File: config.mk
export PLATFORM = sky130hd
export DESIGN_NAME = pwm_carrier_gen
export DESIGN_NICKNAME = d
export VERILOG_FILES = /design/src/rtl/pwm_carrier_gen.sv
export SDC_FILE = /design/constraint.sdc
export NUM_CORES = 1
export LEC_CHECK = 0
export CORE_MARGIN = 5
export CORE_UTILIZATION = 58
export DETAILED_ROUTE_END_ITERATION = 6
export GPL_TIMING_DRIVEN = 0
export PLACE_DENSITY = 0.82
export RECOVER_POWER = 50
export SLEW_MARGIN = 5
export SYNTH_ARGS = -nofsm -noshare
export SYNTH_HDL_FRONTEND = slang
export SYNTH_SLANG_ARGS = --single-unit
File: constraint.sdc
create_clock -name clk -period 4.72 [get_ports clk]
set_input_delay 1.18 -clock clk [delete_from_list [all_inputs] [get_ports clk]]
set_output_delay 1.18 -clock clk [all_outputs]
set_load 0.02 [all_outputs]
File: src/rtl/pwm_carrier_gen.sv
`default_nettype none
// ============================================================================
// Module   : pwm_carrier_gen
// Purpose  : CPWM carrier time base. Shadowed period/mode, up/down/up-down
//            counting, min/max/load strobes and a decimated interrupt pulse.
// Revision : 1.0 - initial release
// ============================================================================
module pwm_carrier_gen #(
  parameter int CNT_W = 16,
  parameter int DIV_W = 5,
  parameter int INT_W = 3
) (
  input  logic             clk,
  input  logic             rst,
  input  logic             pwm_onoff,
  input  logic [1:0]       count_mode,
  input  logic [1:0]       mask_mode,
  input  logic             clkdiv_onoff,
  input  logic [DIV_W-1:0] clkdiv,
  input  logic [CNT_W-1:0] period,
  input  logic             int_onoff,
  input  logic [INT_W-1:0] int_count,
  output logic [CNT_W-1:0] carrier,
  output logic             count_dir,
  output logic             min_evt,
  output logic             max_evt,
  output logic             load_evt,
  output logic             irq
);

  localparam logic       c_PWM_ON       = 1'b1;
  localparam logic       c_CLKDIV_ON    = 1'b1;
  localparam logic       c_INT_ON       = 1'b1;
  localparam logic [1:0] c_COUNT_UP     = 2'b00;
  localparam logic [1:0] c_COUNT_DOWN   = 2'b01;
  localparam logic [1:0] c_COUNT_UPDOWN = 2'b10;
  localparam logic [1:0] c_NO_MASK      = 2'b00;
  localparam logic [1:0] c_MIN_MASK     = 2'b01;
  localparam logic [1:0] c_MAX_MASK     = 2'b10;

  localparam logic [CNT_W-1:0] c_CNT_ONE = CNT_W'(1);

  // Shadow (active) registers
  logic [CNT_W-1:0] r_period_a;
  logic [1:0]       r_mode_a;

  // Time-base state and registered outputs
  logic [CNT_W-1:0] r_carrier;
  logic             r_dir;
  logic [DIV_W-1:0] r_div_cnt;
  logic [INT_W-1:0] r_int_cnt;
  logic             r_min_evt;
  logic             r_max_evt;
  logic             r_load_evt;
  logic             r_irq;

  logic             w_pwm_on;
  logic             w_tick;
  logic [1:0]       w_mode_in;
  logic [DIV_W-1:0] w_div_next;
  logic [CNT_W:0]   w_inc;
  logic [CNT_W-1:0] w_dec;
  logic [CNT_W-1:0] w_cnt_next;
  logic             w_dir_next;
  logic             w_min;
  logic             w_max;
  logic             w_load_evt;
  logic             w_shadow_ld;
  logic             w_mode_chg;

  assign w_pwm_on = (pwm_onoff == c_PWM_ON);

  // The reserved encoding 2'b11 is folded onto COUNT_UP before it is shadowed.
  assign w_mode_in = ((count_mode == c_COUNT_DOWN) || (count_mode == c_COUNT_UPDOWN))
                     ? count_mode : c_COUNT_UP;

  // ---------------------------------------------------------------------------
  // Prescaler
  // ---------------------------------------------------------------------------
  assign w_tick = w_pwm_on &&
                  ((clkdiv_onoff != c_CLKDIV_ON) || (r_div_cnt >= clkdiv));

  always_comb begin
    w_div_next = '0;
    if (w_pwm_on && (clkdiv_onoff == c_CLKDIV_ON) && (r_div_cnt < clkdiv)) begin
      w_div_next = r_div_cnt + DIV_W'(1);
    end
  end

  // ---------------------------------------------------------------------------
  // Next carrier value and event detection (evaluated for a tick)
  // ---------------------------------------------------------------------------
  assign w_inc = {1'b0, r_carrier} + (CNT_W+1)'(1);
  assign w_dec = r_carrier - c_CNT_ONE;

  always_comb begin
    w_cnt_next = r_carrier;
    w_dir_next = r_dir;
    w_min      = 1'b0;
    w_max      = 1'b0;
    if (r_period_a == '0) begin
      w_cnt_next = '0;
      w_dir_next = (r_mode_a == c_COUNT_DOWN);
      w_min      = 1'b1;
      w_max      = 1'b1;
    end else begin
      case (r_mode_a)
        c_COUNT_DOWN: begin
          w_dir_next = 1'b1;
          if ((r_carrier == '0) || (r_carrier > r_period_a)) begin
            w_cnt_next = r_period_a;
            w_max      = 1'b1;
          end else begin
            w_cnt_next = w_dec;
            w_min      = (w_dec == '0);
          end
        end
        c_COUNT_UPDOWN: begin
          if (!r_dir) begin
            if (w_inc >= {1'b0, r_period_a}) begin
              w_cnt_next = r_period_a;
              w_dir_next = 1'b1;
              w_max      = 1'b1;
            end else begin
              w_cnt_next = w_inc[CNT_W-1:0];
            end
          end else if (r_carrier > r_period_a) begin
            w_cnt_next = r_period_a;
          end else if (r_carrier <= c_CNT_ONE) begin
            // A zero carrier while descending is treated as the valley too.
            w_cnt_next = '0;
            w_dir_next = 1'b0;
            w_min      = 1'b1;
          end else begin
            w_cnt_next = w_dec;
          end
        end
        default: begin
          w_dir_next = 1'b0;
          if (r_carrier >= r_period_a) begin
            w_cnt_next = '0;
            w_min      = 1'b1;
          end else begin
            w_cnt_next = w_inc[CNT_W-1:0];
            w_max      = (w_inc[CNT_W-1:0] == r_period_a);
          end
        end
      endcase
    end
  end

  // ---------------------------------------------------------------------------
  // Shadow-load selection
  // ---------------------------------------------------------------------------
  always_comb begin
    w_load_evt  = 1'b0;
    w_shadow_ld = 1'b1;
    if (w_pwm_on) begin
      case (mask_mode)
        c_NO_MASK: begin
          w_load_evt  = w_tick && w_min;
          w_shadow_ld = 1'b1;
        end
        c_MIN_MASK: begin
          w_load_evt  = w_tick && w_min;
          w_shadow_ld = w_load_evt;
        end
        c_MAX_MASK: begin
          w_load_evt  = w_tick && w_max;
          w_shadow_ld = w_load_evt;
        end
        default: begin
          w_load_evt  = w_tick && (w_min || w_max);
          w_shadow_ld = w_load_evt;
        end
      endcase
    end
  end

  assign w_mode_chg = w_shadow_ld && (w_mode_in != r_mode_a);

  // ---------------------------------------------------------------------------
  // Registers
  // ---------------------------------------------------------------------------
  always_ff @(posedge clk or posedge rst) begin
    if (rst) begin
      r_period_a <= '0;
      r_mode_a   <= c_COUNT_UP;
    end else if (w_shadow_ld) begin
      r_period_a <= period;
      r_mode_a   <= w_mode_in;
    end
  end

  always_ff @(posedge clk or posedge rst) begin
    if (rst) begin
      r_div_cnt <= '0;
    end else begin
      r_div_cnt <= w_div_next;
    end
  end

  always_ff @(posedge clk or posedge rst) begin
    if (rst) begin
      r_carrier  <= '0;
      r_dir      <= 1'b0;
      r_min_evt  <= 1'b0;
      r_max_evt  <= 1'b0;
      r_load_evt <= 1'b0;
    end else if (!w_pwm_on) begin
      r_carrier  <= (r_mode_a == c_COUNT_DOWN) ? r_period_a : '0;
      r_dir      <= 1'b0;
      r_min_evt  <= 1'b0;
      r_max_evt  <= 1'b0;
      r_load_evt <= 1'b0;
    end else begin
      r_min_evt  <= w_tick && w_min;
      r_max_evt  <= w_tick && w_max;
      r_load_evt <= w_load_evt;
      if (w_tick) begin
        r_carrier <= w_cnt_next;
      end
      // A newly loaded mode re-seeds the direction over the counting result.
      if (w_mode_chg) begin
        r_dir <= (w_mode_in == c_COUNT_DOWN);
      end else if (w_tick) begin
        r_dir <= w_dir_next;
      end
    end
  end

  always_ff @(posedge clk or posedge rst) begin
    if (rst) begin
      r_int_cnt <= '0;
      r_irq     <= 1'b0;
    end else if (!w_pwm_on || (int_onoff != c_INT_ON)) begin
      r_int_cnt <= '0;
      r_irq     <= 1'b0;
    end else if (w_load_evt) begin
      if (r_int_cnt >= int_count) begin
        r_int_cnt <= '0;
        r_irq     <= 1'b1;
      end else begin
        r_int_cnt <= r_int_cnt + INT_W'(1);
        r_irq     <= 1'b0;
      end
    end else begin
      r_irq <= 1'b0;
    end
  end

  assign carrier   = r_carrier;
  assign count_dir = r_dir;
  assign min_evt   = r_min_evt;
  assign max_evt   = r_max_evt;
  assign load_evt  = r_load_evt;
  assign irq       = r_irq;

endmodule
`default_nettype wire

==> results.json, run 1 <==
{
  "synth_mux_area_share_pct": 5.98,
  "fin_total_pwr_mw": 1.97,
  "die_w_microns": 101,
  "post_synth.cell_area_avg_sq_um": 8.78,
  "drc": 0,
  "r2r.worst_path.cells": 17,
  "n_antenna_cell": 0,
  "hold_class": "flip-flop to flip-flop",
  "async_reset_ff_share_pct": 100,
  "post_synth_and_or_nand_nor_area_fraction_pct": 19.4,
  "placed_cells": 709,
  "timing.critical_path.fanout_max": 10,
  "clkPwrFrac_pct": 15.0,
  "post_dp_area_sq_mm": 0.00552,
  "timing.reg2reg.setup_slack_ns": 0.29,
  "hold-worst-slack_ns": 0.515,
  "floorplan.die_area_sq_mm": 0.0103,
  "grt_setup_unrepaired": "false",
  "leakage_power_of_the_design_nw": 2.51,
  "yosys.area_share.adder_pct": 12.7,
  "worst_ep_arrival_time_ns": 4.63,
  "grt_max_degree": 26,
  "synth_cells": 550,
  "worstReg2RegStart": "carrier[5]",
  "final_design_area_no_fill_sq_mm": 0.00569,
  "synth.yosys.warnings": 0,
  "timing.fmax_ghz": 0.226,
  "grt_pass1_vias": 4676,
  "cts_buffer_depth": 2,
  "route.vias.total": 4839,
  "power.internal_mw": 1.06,
  "sequentialPowerShare_pct": 26.5,
  "global_placement_routability_congestion": 0.940,
  "report.final.hold_viol_count": 0,
  "final-setup-viol-count": 0,
  "synth_compound_area_share_pct": 24.8,
  "crit_start": "carrier[5]",
  "fin_crit_ns": 4.43,
  "startpoint_of_the_most_critical_hold_path": "r_div_cnt[0]",
  "finalMaxSlewViolations": 0,
  "cap_violations": 0,
  "p_comb_share_pct": 58.5,
  "cts_inserted_buffers": 5,
  "synth.lib_cells_used.distinct": 75,
  "effective_utilization_at_floorplan_pct": 59.1,
  "grt_antenna_before_repair": 0,
  "tritoncts_num_sinks": 47,
  "dominant_combinational_cell_family_by_area_after_synthesis": "compound AO/OA/AOI/OAI gates",
  "floorplan.rows": 33,
  "routed_vias_inst": 6.72,
  "net-switching-power_mw": 0.913,
  "top_level_ports": 54,
  "timing.hold.worst_endpoint": "r_div_cnt[0]",
  "totalWireLength_mm": 15.0,
  "clock_insertion_delay_at_the_later_pin_of_the_skew_report_ns": 0.32,
  "synth_xor_xnor_area_share_pct": 5.26,
  "design.final.nets": 696,
  "maxSlewHeadroom_pct": 11.3,
  "worstHoldPathCells": 1,
  "cts_tree": "yes",
  "slew_at_the_pin_with_the_worst_max_slew_slack_ns": 1.33,
  "cts-hold-fix-buffers": 0,
  "core_area_sq_mm": 0.00818,
  "post_synth_instance_area_sq_mm": 0.00483,
  "pwr_density_cell_mw_per_mm2": 347,
  "final_antenna_net_count": 0,
  "clkTransAtPathRegs_ns": 0.10,
  "dpl.hpwl_mm": 11.7,
  "synth_seq_area_share_pct": 24.3,
  "synth_seq_cells": 47,
  "post_route_cells_drive_above_1_share_pct": 12.5,
  "setup.worst_path.end_class": "flip-flop",
  "cts-htree-levels": 2,
  "initialDrtViolationCount": 645,
  "die_height_microns": 101,
  "critical_path_class": "flip-flop to flip-flop",
  "synth_edf_count": 0,
  "sw_frac_of_total_pct": 46.3,
  "synth_ff_type": "sky130_fd_sc_hd__dfrtp_1",
  "clock_tree.root_cell": "sky130_fd_sc_hd__clkbuf_8",
  "gr-total-overflow": 0,
  "buffer_ports.inserted": 53,
  "final_cells": 720,
  "postSynthNetCount": 632,
  "status": "completed",
  "relative_area_change_from_synthesis_to_final_layout_pct": 17.7,
  "worst_r2r_endpoint": "r_period_a[6]",
  "timing.final.crit_share_pct": 93.8,
  "grt_usage_pct": 29.6,
  "fin_skew_ns": 0.0117,
  "worstSetupStartpointType": "flip-flop",
  "first_pass_grt_wire_length_mm": 23.9,
  "routedWlPerCell_microns": 20.9,
  "firstDrtPassIters": 6,
  "worst_ir_drop_vdd_v": 0.000238,
  "required_ns": 4.92
}
-- power by group through the flow --
stage	clock network, mW	registers [mW]	logic (mW)
finish	0.296	0.522	1.15
global placement	0	0.525	1.08
floorplan	0	0.537	0.758
CTS	0.291	0.520	1.11
global route	0.308	0.530	1.25
detailed placement	0	0.528	1.10
-- how the worst max path moves through the flow --
stage	slack, ns	cells after the start	end
floorplan	0.35	19	r_mode_a[0]
global placement	-0.39	16	carrier[10]
detailed placement	-0.36	16	carrier[5]
CTS	-0.02	19	r_period_a[6]
global route	0.06	15	carrier[5]
finish	0.29	17	r_period_a[6]
-- synth_stat cells, types with 6 or more instances --
cell | n | area, sq um
sky130_fd_sc_hd__nand4_1 | 13 | 81.3
sky130_fd_sc_hd__clkbuf_1 | 20 | 75.1
sky130_fd_sc_hd__o211ai_1 | 12 | 90.1
sky130_fd_sc_hd__a22oi_1 | 15 | 113
sky130_fd_sc_hd__nor3_1 | 15 | 75.1
sky130_fd_sc_hd__buf_2 | 6 | 30.0
sky130_fd_sc_hd__nand3_1 | 16 | 80.1
sky130_fd_sc_hd__nor4_1 | 9 | 56.3
sky130_fd_sc_hd__a21o_1 | 10 | 75.1
sky130_fd_sc_hd__or3_1 | 6 | 37.5
sky130_fd_sc_hd__mux2_2 | 11 | 124
sky130_fd_sc_hd__nor2_1 | 20 | 75.1
sky130_fd_sc_hd__a21oi_1 | 34 | 170
sky130_fd_sc_hd__nor2b_1 | 7 | 43.8
sky130_fd_sc_hd__dfrtp_1 | 47 | 1180
sky130_fd_sc_hd__mux2_4 | 9 | 135
sky130_fd_sc_hd__xnor2_1 | 12 | 105
sky130_fd_sc_hd__a222oi_1 | 6 | 60.1
sky130_fd_sc_hd__inv_1 | 35 | 131
sky130_fd_sc_hd__ha_1 | 49 | 613
sky130_fd_sc_hd__and4_1 | 6 | 52.6
sky130_fd_sc_hd__xor2_1 | 17 | 149
sky130_fd_sc_hd__o21ai_0 | 30 | 150
sky130_fd_sc_hd__and3_1 | 7 | 43.8
sky130_fd_sc_hd__nand2_1 | 31 | 116
-- registers in the layout, summed over array words and instances (netlist names) --
register	count
count_dir	1
carrier	16
load_evt	1
min_evt	1
max_evt	1
r_mode_a	2
r_div_cnt	5
r_int_cnt	3
r_period_a	16
irq	1
-- per-stage QoR --
step / util (%) / setup TNS [ns] / setup WS (ns)
after global routing: 69.6 / 0 / 0.0632
after global placement: 67.2 / -5.96 / -0.394
after CTS: 69.0 / -0.0703 / -0.0152
after floorplan: - / 0 / 0.354
final: 69.6 / 0 / 0.294
after detailed placement: 67.5 / -5.03 / -0.355
-- cells by family (layout without fill, tap and decap cells) --
logic type	after synthesis	after routing
compound gates	166	166
xor+xnor	29	29
fa+ha+maj	49	49
buf+inv	72	137
flops	47	47
mux	23	23
simple gates	164	164
-- cell usage in the layout, fill, tap and decap left out, drive strengths merged, types with 4 or more instances in the layout --
cell type,count
nor4,11
a211oi,4
nand3,17
o211ai,12
mux2,20
or3,6
o31ai,5
a31oi,5
and4,7
nor3,15
o21a,4
a21o,10
nor2b,7
clkbuf,31
dfrtp,47
nor2,20
a31o,4
xor2,17
buf,17
a221o,5
o21ai,30
xnor2,12
dlygate4sd3,11
clkdlybuf4s50,42
nand4,13
inv,35
nand2,31
nand2b,5
ha,49
a22oi,15
a222oi,6
and3,7
a21oi,34
o221ai,4
and2,5
-- final cells by class --
type	count	area, sq um
Buffer	35	225
Clock buffer	7	96.3
Clock inverter	1	7.51
Fill cell	664	2490
Inverter	35	131
Multi-Input combinational cell	431	3350
Sequential cell	47	1180
Tap cell	105	131
Timing Repair Buffer	59	572
-- worst max-delay path: stages (launching register included) --
cell	delay (ns)
sky130_fd_sc_hd__dfrtp_1	0.42
sky130_fd_sc_hd__clkbuf_4	0.25
sky130_fd_sc_hd__and4_2	0.27
sky130_fd_sc_hd__and3_1	0.27
sky130_fd_sc_hd__inv_1	0.07
sky130_fd_sc_hd__nor2_2	0.23
sky130_fd_sc_hd__nand2_1	0.11
sky130_fd_sc_hd__xnor2_1	0.16
sky130_fd_sc_hd__ha_1	0.30
sky130_fd_sc_hd__and3_1	0.21
sky130_fd_sc_hd__nand2_1	0.12
sky130_fd_sc_hd__or4_1	0.52
sky130_fd_sc_hd__o21a_1	0.25
sky130_fd_sc_hd__a311oi_4	0.35
sky130_fd_sc_hd__or3_1	0.17
sky130_fd_sc_hd__buf_6	0.15
sky130_fd_sc_hd__buf_12	0.16
sky130_fd_sc_hd__mux2_4	0.30
-- routing by layer --
layer  GRT usage [%]  vias to the layer above  share of wire [%]
li1                -                     2216                  -
met1            39.3                     2320                 42
met2            47.2                      257                 46
met3            5.51                       46                8.9
met4            12.5                        0                3.6
met5               0                        -                  0
-- repair_timing --
action | in CTS | in global routing
endpoints found under the hold margin | 0 | 0
pin swaps | 0 | 2
buffers inserted | 0 | 5
endpoints found under the setup margin | 29 | 30
resized for setup | 5 | 9
Power figures use the tool's default switching activity.
==> inputs of run 2 (changes only) <==
--- a/config.mk
+++ b/config.mk
@@ -5,11 +5,13 @@
 export SDC_FILE = /design/constraint.sdc
 export NUM_CORES = 1
 export LEC_CHECK = 0
+export CELL_PAD_IN_SITES_DETAIL_PLACEMENT = 1
+export CELL_PAD_IN_SITES_GLOBAL_PLACEMENT = 1
 export CORE_MARGIN = 5
-export CORE_UTILIZATION = 58
+export CORE_UTILIZATION = 44
 export DETAILED_ROUTE_END_ITERATION = 6
 export GPL_TIMING_DRIVEN = 0
-export PLACE_DENSITY = 0.82
+export PLACE_DENSITY_LB_ADDON = 0.1
 export RECOVER_POWER = 50
 export SLEW_MARGIN = 5
 export SYNTH_ARGS = -nofsm -noshare
==> run 2 against run 1 <==
The flow now finishes with violations (capacitance limit, slew limit); clock skew up 0.0052 ns; sequential share of layout area fell by 0.31 points; routed wire length grew 16%; critical path type unchanged; largest cell class unchanged.
==> results.json, run 2 (same netlist as run 1, synthesis figures left out) <==
{
  "critical_path_class": "flip-flop to flip-flop",
  "cts-htree-levels": 2,
  "hold_class": "flip-flop to flip-flop",
  "timing.critical_path.fanout_max": 10,
  "critPathTopFamily": "simple AND/OR/NAND/NOR gates",
  "final_antenna_net_count": 0,
  "report.final.hold_viol_count": 0,
  "placement.setup.worst_slack_ns": -0.601,
  "slew_at_the_pin_with_the_worst_max_slew_slack_ns": 1.85,
  "drc": 0,
  "grt_antenna_before_repair": 0,
  "clock_tree.root_cell": "sky130_fd_sc_hd__clkbuf_8",
  "most-common-layout-cells": "sky130_fd_sc_hd__ha_1, sky130_fd_sc_hd__dfrtp_1, sky130_fd_sc_hd__clkdlybuf4s50_1, sky130_fd_sc_hd__inv_1, sky130_fd_sc_hd__a21oi_1",
  "grt_pass1_vias": 5011,
  "worst_setup_path_endpoint": "r_period_a[5]",
  "timing.fmax_ghz": 0.219,
  "worst_r2r_endpoint": "r_period_a[5]",
  "cp_num_cells": 19,
  "core_area_sq_mm": 0.0108,
  "sw_frac_of_total_pct": 46.5,
  "setup-tns-final_ns": 0,
  "first_pass_grt_wire_length_mm": 27.7,
  "post_route_cells_drive_above_1_share_pct": 12.7,
  "initialDrtViolationCount": 317,
  "route.vias.total": 4860,
  "n_antenna_cell": 0,
  "floorplan.rows": 38,
  "grt_usage_pct": 26.8,
  "top_signal_layer_used": "met4",
  "power.internal_mw": 1.09,
  "buffer_ports.inserted": 53,
  "clkTransAtPathRegs_ns": 0.09,
  "setup.worst_path.end_class": "flip-flop",
  "effective_utilization_at_floorplan_pct": 44.8,
  "timing.reg2reg.setup_slack_ns": 0.15,
  "cpMaxStageDelayCell": "sky130_fd_sc_hd__dfrtp_1",
  "fin_skew_ns": 0.0169,
  "failing_checks": "capacitance limit, slew limit",
  "dpl.hpwl_mm": 13.6,
  "most_common_cell_after_layout_fill_and_taps_aside": "sky130_fd_sc_hd__ha_1",
  "status": "finished with violations",
  "pwr_density_cell_mw_per_mm2": 354,
  "timing.final.crit_share_pct": 96.7,
  "routed_vias_inst": 6.43,
  "floorplan.die_area_sq_mm": 0.0132,
  "hold-worst-slack_ns": 0.513,
  "maxSlewHeadroom_pct": -23.4,
  "worstReg2RegStart": "carrier[5]",
  "tritoncts_num_sinks": 47,
  "worst_ir_drop_vdd_v": 0.000215,
  "worstHoldPathCells": 1,
  "p_comb_share_pct": 58.8,
  "required_ns": 4.92,
  "final_cells": 756,
  "drt-met1-wl_mm": 7.85,
  "crit_path_frequent_cell": "sky130_fd_sc_hd__and3_1",
  "grt_setup_unrepaired": "false",
  "cp.buffers_inverters": 5,
  "critical_path.cell_chain": "clkbuf_4 -> and4_2 -> and3_1 -> clkbuf_1 -> inv_1 -> nor2_4 -> and3_1 -> xor2_1 -> ha_1 -> and3_1 -> nand2_1 -> o31ai_4 -> a211oi_4 -> or3_1 -> a311oi_4 -> or3_1 -> buf_6 -> buf_12 -> mux2_4",
  "crit_start": "carrier[5]",
  "global_placement_routability_congestion": 0.871,
  "worstSetupStartpointType": "flip-flop",
  "clock_insertion_delay_at_the_later_pin_of_the_skew_report_ns": 0.32,
  "relative_area_change_from_synthesis_to_final_layout_pct": 19.4,
  "net-switching-power_mw": 0.951,
  "cap_violations": 1,
  "design.final.nets": 697,
  "cts-hold-fix-buffers": 0,
  "final_setup_slack_of_the_worst_path_ns": 0.154,
  "firstDrtPassIters": 5,
  "finalMaxSlewViolations": 34,
  "totalWireLength_mm": 17.4,
  "leakage_power_of_the_design_nw": 2.52,
  "detailroute.wirelength.met2_mm": 8.01,
  "grt_max_degree": 34,
  "top_level_ports": 54,
  "sequentialPowerShare_pct": 25.7,
  "final-setup-viol-count": 0,
  "finished_core_util_pct": 53.4,
  "detailroute.wirelength.met3_microns": 852,
  "cts_tree": "yes",
  "critical-path-max-stage-delay_ns": 0.43,
  "cts_buffer_depth": 2,
  "worst_ep_arrival_time_ns": 4.77,
  "placed_cells": 744,
  "r2r.worst_path.cells": 19,
  "die_w_microns": 115,
  "routedWlPerCell_microns": 23.0,
  "startpoint_of_the_most_critical_hold_path": "r_div_cnt[0]",
  "cts_inserted_buffers": 5,
  "gr-total-overflow": 0,
  "fin_crit_ns": 4.57,
  "die_height_microns": 115,
  "clkPwrFrac_pct": 15.5
}
## run 2: cell types whose count changed in the layout (fill, tap and decap cells not counted), sizes merged
cell / change
clkbuf: -1
bufinv: +1
clkinvlp: -1
clkinv: +2
## run 2: worst reg2reg max path, delay by kind of cell, from the launching register on
kind / cells / cell delay [ns]
and+or+nand+nor: 8 / 1.73
buffers and inverters: 5 / 0.91
xor gates and xnor gates: 1 / 0.11
DFF: 1 / 0.43
AOI/OAI and AO/OA: 3 / 0.68
adders and majority gates: 1 / 0.30
muxes: 1 / 0.31
## run 2: stage by stage
stage                     power (mW)  cell area [sq um]
final                           2.04               5770
after CTS                       2.01               5710
after global routing            2.18               5770
after global placement          1.64               5540
after floorplan                 1.30               4830
after detailed placement        1.67               5560
## run 2: layer usage
| metal | GRT usage (%) | up-vias |
|---|---|---|
| met5 | 0 | - |
| met1 | 36.7 | 2417 |
| met2 | 43.1 | 173 |
| li1 | - | 2223 |
| met4 | 11.1 | 0 |
| met3 | 3.21 | 47 |
## run 2: cell type report
class / instances / area (sq um)
Multi-Input combinational cell: 431 / 3370
Fill cell: 1270 / 5020
Clock buffer: 5 / 68.8
Clock inverter: 3 / 43.8
Sequential cell: 47 / 1180
Inverter: 35 / 131
Timing Repair Buffer: 59 / 572
Tap cell: 140 / 175
Buffer: 36 / 229
## run 2: power groups by stage
| stage | registers, mW | logic [mW] | clock network, mW |
|---|---|---|---|
| floorplan | 0.537 | 0.758 | 0 |
| global placement | 0.529 | 1.11 | 0 |
| detailed placement | 0.532 | 1.14 | 0 |
| CTS | 0.524 | 1.17 | 0.323 |
| global route | 0.533 | 1.31 | 0.340 |
| finish | 0.526 | 1.20 | 0.317 |
## run 2: repair_timing
| item | CTS | global route |
|---|---|---|
| setup endpoints to repair | 31 | 31 |
| buffers inserted | 3 | 2 |
| pin swaps | 2 | 1 |
| gates cloned | 0 | 0 |
| resized for setup | 5 | 12 |
## run 2: how the worst min path moves through the flow
stage                        end  slack, ns
floorplan           r_div_cnt[0]       0.45
global placement    r_div_cnt[0]       0.48
detailed placement  r_div_cnt[0]       0.50
CTS                 r_div_cnt[0]       0.51
global route        r_div_cnt[0]       0.54
finish              r_div_cnt[0]       0.51
==> inputs of run 3 (changes only) <==
--- a/config.mk
+++ b/config.mk
@@ -8,8 +8,10 @@
 export CELL_PAD_IN_SITES_DETAIL_PLACEMENT = 1
 export CELL_PAD_IN_SITES_GLOBAL_PLACEMENT = 1
 export CORE_MARGIN = 5
-export CORE_UTILIZATION = 44
+export CORE_UTILIZATION = 50
+export CTS_CLUSTER_SIZE = 10
 export DETAILED_ROUTE_END_ITERATION = 6
+export DONT_BUFFER_PORTS = 1
 export GPL_TIMING_DRIVEN = 0
 export PLACE_DENSITY_LB_ADDON = 0.1
 export RECOVER_POWER = 50
==> run 3 against run 2 <==
The run still ends with capacitance limit, slew limit left; worst setup slack better by 0.061 ns; worst hold slack worse by 0.013 ns; count of clock-buffer cells in the layout is the same; via count shrank 4.9%; sequential power increased by 7.6%; clock power decreased by 21%; power is 7.3% lower; routed wire length shrank 4.5%; critical path depth shrank 4; critical endpoint is now carrier[9]; largest cell class unchanged; highest routed layer unchanged.
==> results.json, run 3 (same netlist as run 1, synthesis figures left out) <==
{
  "status": "finished with violations",
  "failing_checks": "capacitance limit, slew limit",
  "pwr_density_cell_mw_per_mm2": 367,
  "final_antenna_net_count": 0,
  "core_area_sq_mm": 0.00933,
  "crit_start": "carrier[1]",
  "worst_ir_drop_vdd_v": 0.000186,
  "report.final.hold_viol_count": 0,
  "most_common_cell_after_layout_fill_and_taps_aside": "sky130_fd_sc_hd__ha_1",
  "drc": 0,
  "placement.setup.worst_slack_ns": -0.718,
  "die_w_microns": 108,
  "clock_tree.root_cell": "sky130_fd_sc_hd__clkbuf_8",
  "critical_path_class": "flip-flop to flip-flop",
  "finalMaxSlewViolations": 28,
  "gr-total-overflow": 0,
  "floorplan.die_area_sq_mm": 0.0117,
  "post_dp_area_sq_mm": 0.00501,
  "grt_antenna_before_repair": 1,
  "timing.reg2reg.setup_slack_ns": 0.22,
  "final_setup_slack_of_the_worst_path_ns": 0.215,
  "top_level_ports": 54,
  "fin_crit_ns": 4.50,
  "timing.critical_path.fanout_max": 11,
  "hold_class": "flip-flop to flip-flop",
  "setup-tns-final_ns": 0,
  "finished_core_util_pct": 55.4,
  "dpl.hpwl_mm": 12.9,
  "timing.final.crit_share_pct": 95.4,
  "required_ns": 4.90,
  "final_design_area_no_fill_sq_mm": 0.00516,
  "worstReg2RegStart": "carrier[1]",
  "worstSetupStartpointType": "flip-flop",
  "routed_vias_inst": 6.72,
  "effective_utilization_at_floorplan_pct": 51.8,
  "most-common-layout-cells": "sky130_fd_sc_hd__ha_1, sky130_fd_sc_hd__dfrtp_1, sky130_fd_sc_hd__inv_1, sky130_fd_sc_hd__a21oi_1, sky130_fd_sc_hd__nand2_1",
  "buffer_ports.inserted": 0,
  "cts-htree-levels": 2,
  "slew_at_the_pin_with_the_worst_max_slew_slack_ns": 1.53,
  "totalWireLength_mm": 16.6,
  "grt_max_degree": 28,
  "clkTransAtPathRegs_ns": 0.09,
  "post_route_cells_drive_above_1_share_pct": 14.0,
  "cts_tree": "yes",
  "tritoncts_num_sinks": 47,
  "fin_total_pwr_mw": 1.90,
  "cts_buffer_depth": 2,
  "timing.fmax_ghz": 0.222,
  "cts_inserted_buffers": 5,
  "worst_ep_arrival_time_ns": 4.69,
  "final-setup-viol-count": 0,
  "startpoint_of_the_most_critical_hold_path": "r_div_cnt[0]",
  "die_height_microns": 108,
  "floorplan.rows": 35,
  "global_placement_routability_congestion": 0.910,
  "routedWlPerCell_microns": 24.1,
  "grt_pass1_vias": 4787,
  "design.final.nets": 641,
  "relative_area_change_from_synthesis_to_final_layout_pct": 6.92,
  "n_antenna_cell": 0,
  "first_pass_grt_wire_length_mm": 26.4,
  "initialDrtViolationCount": 351,
  "maxSlewHeadroom_pct": -1.90,
  "leakage_power_of_the_design_nw": 2.27,
  "route.vias.total": 4621,
  "fin_skew_ns": 0.00731,
  "setup.worst_path.end_class": "flip-flop",
  "firstDrtPassIters": 5,
  "grt_usage_pct": 29.1,
  "cap_violations": 1,
  "clock_insertion_delay_at_the_later_pin_of_the_skew_report_ns": 0.31
}
-- run 3: cell count changes in the layout (fill, tap and decap cells not counted), sizes merged --
cell / before / now
bufinv: 1 / 0
clkdlybuf4s50: 42 / 0
dlygate4sd3: 11 / 0
clkbuf: 30 / 27
-- run 3: critical path, stage by stage (launching register included) --
cell and delay, ns:
sky130_fd_sc_hd__dfrtp_2 0.56, sky130_fd_sc_hd__ha_2 0.37, sky130_fd_sc_hd__nand2_1 0.12, sky130_fd_sc_hd__nor3_2 0.31, sky130_fd_sc_hd__and4_1 0.25, sky130_fd_sc_hd__xor2_1 0.27, sky130_fd_sc_hd__ha_1 0.31, sky130_fd_sc_hd__a21o_1 0.16
sky130_fd_sc_hd__a21oi_1 0.28, sky130_fd_sc_hd__o31ai_4 0.16, sky130_fd_sc_hd__a2111oi_4 0.42, sky130_fd_sc_hd__a21oi_1 0.12, sky130_fd_sc_hd__a22o_1 0.24, sky130_fd_sc_hd__clkbuf_2 0.24, sky130_fd_sc_hd__a222oi_1 0.40, sky130_fd_sc_hd__o21ai_0 0.16
-- run 3: final cells by class --
type | count | area (sq um)
well taps | 129 | 161
inverters | 35 | 131
plain buffers | 35 | 226
multi-input cells | 431 | 3360
repair buffers | 4 | 26.3
clock inverters | 2 | 13.8
clock buffers | 5 | 68.8
fillers | 1134 | 4160
flip-flops and latches | 47 | 1180
-- run 3: through the flow --
stage,cells,hold WS [ns]
2_1_floorplan,550,0.454
3_3_place_gp,679,0.489
3_5_place_dp,680,0.491
4_1_cts,689,0.505
5_1_grt,688,0.556
6_report,688,0.499
-- run 3: final timing paths --
path / to / cells after the start
max in group asynchronous: carrier[5] / 2
hold reg to reg: r_div_cnt[0] / 1
setup reg to reg: carrier[9] / 15
hold / removal: r_div_cnt[0] / 1
setup / recovery: carrier[9] / 15
min in group asynchronous: r_div_cnt[0] / 1
-- run 3: repair_timing --
item,in CTS,in global routing
setup endpoints to repair,36,31
hold buffers,0,0
pin swaps,2,0
endpoints found under the hold margin,0,0
resized for setup,12,10
buffers inserted,3,0
-- run 3: power breakdown --
group	internal (mW)	leakage, nW	switching (mW)	total, mW
Clock	0.102	0.0440	0.149	0.251
Combinational	0.416	1.62	0.662	1.08
Sequential	0.448	0.600	0.118	0.566
-- run 3: routing by layer --
layer / track usage (%) / routed length [microns] / up-vias
met5: 0 / 0 / -
met4: 9.38 / 415 / 0
met3: 5.19 / 1160 / 33
met2: 47.4 / 7730 / 193
met1: 39.3 / 7280 / 2291
li1: - / - / 2104
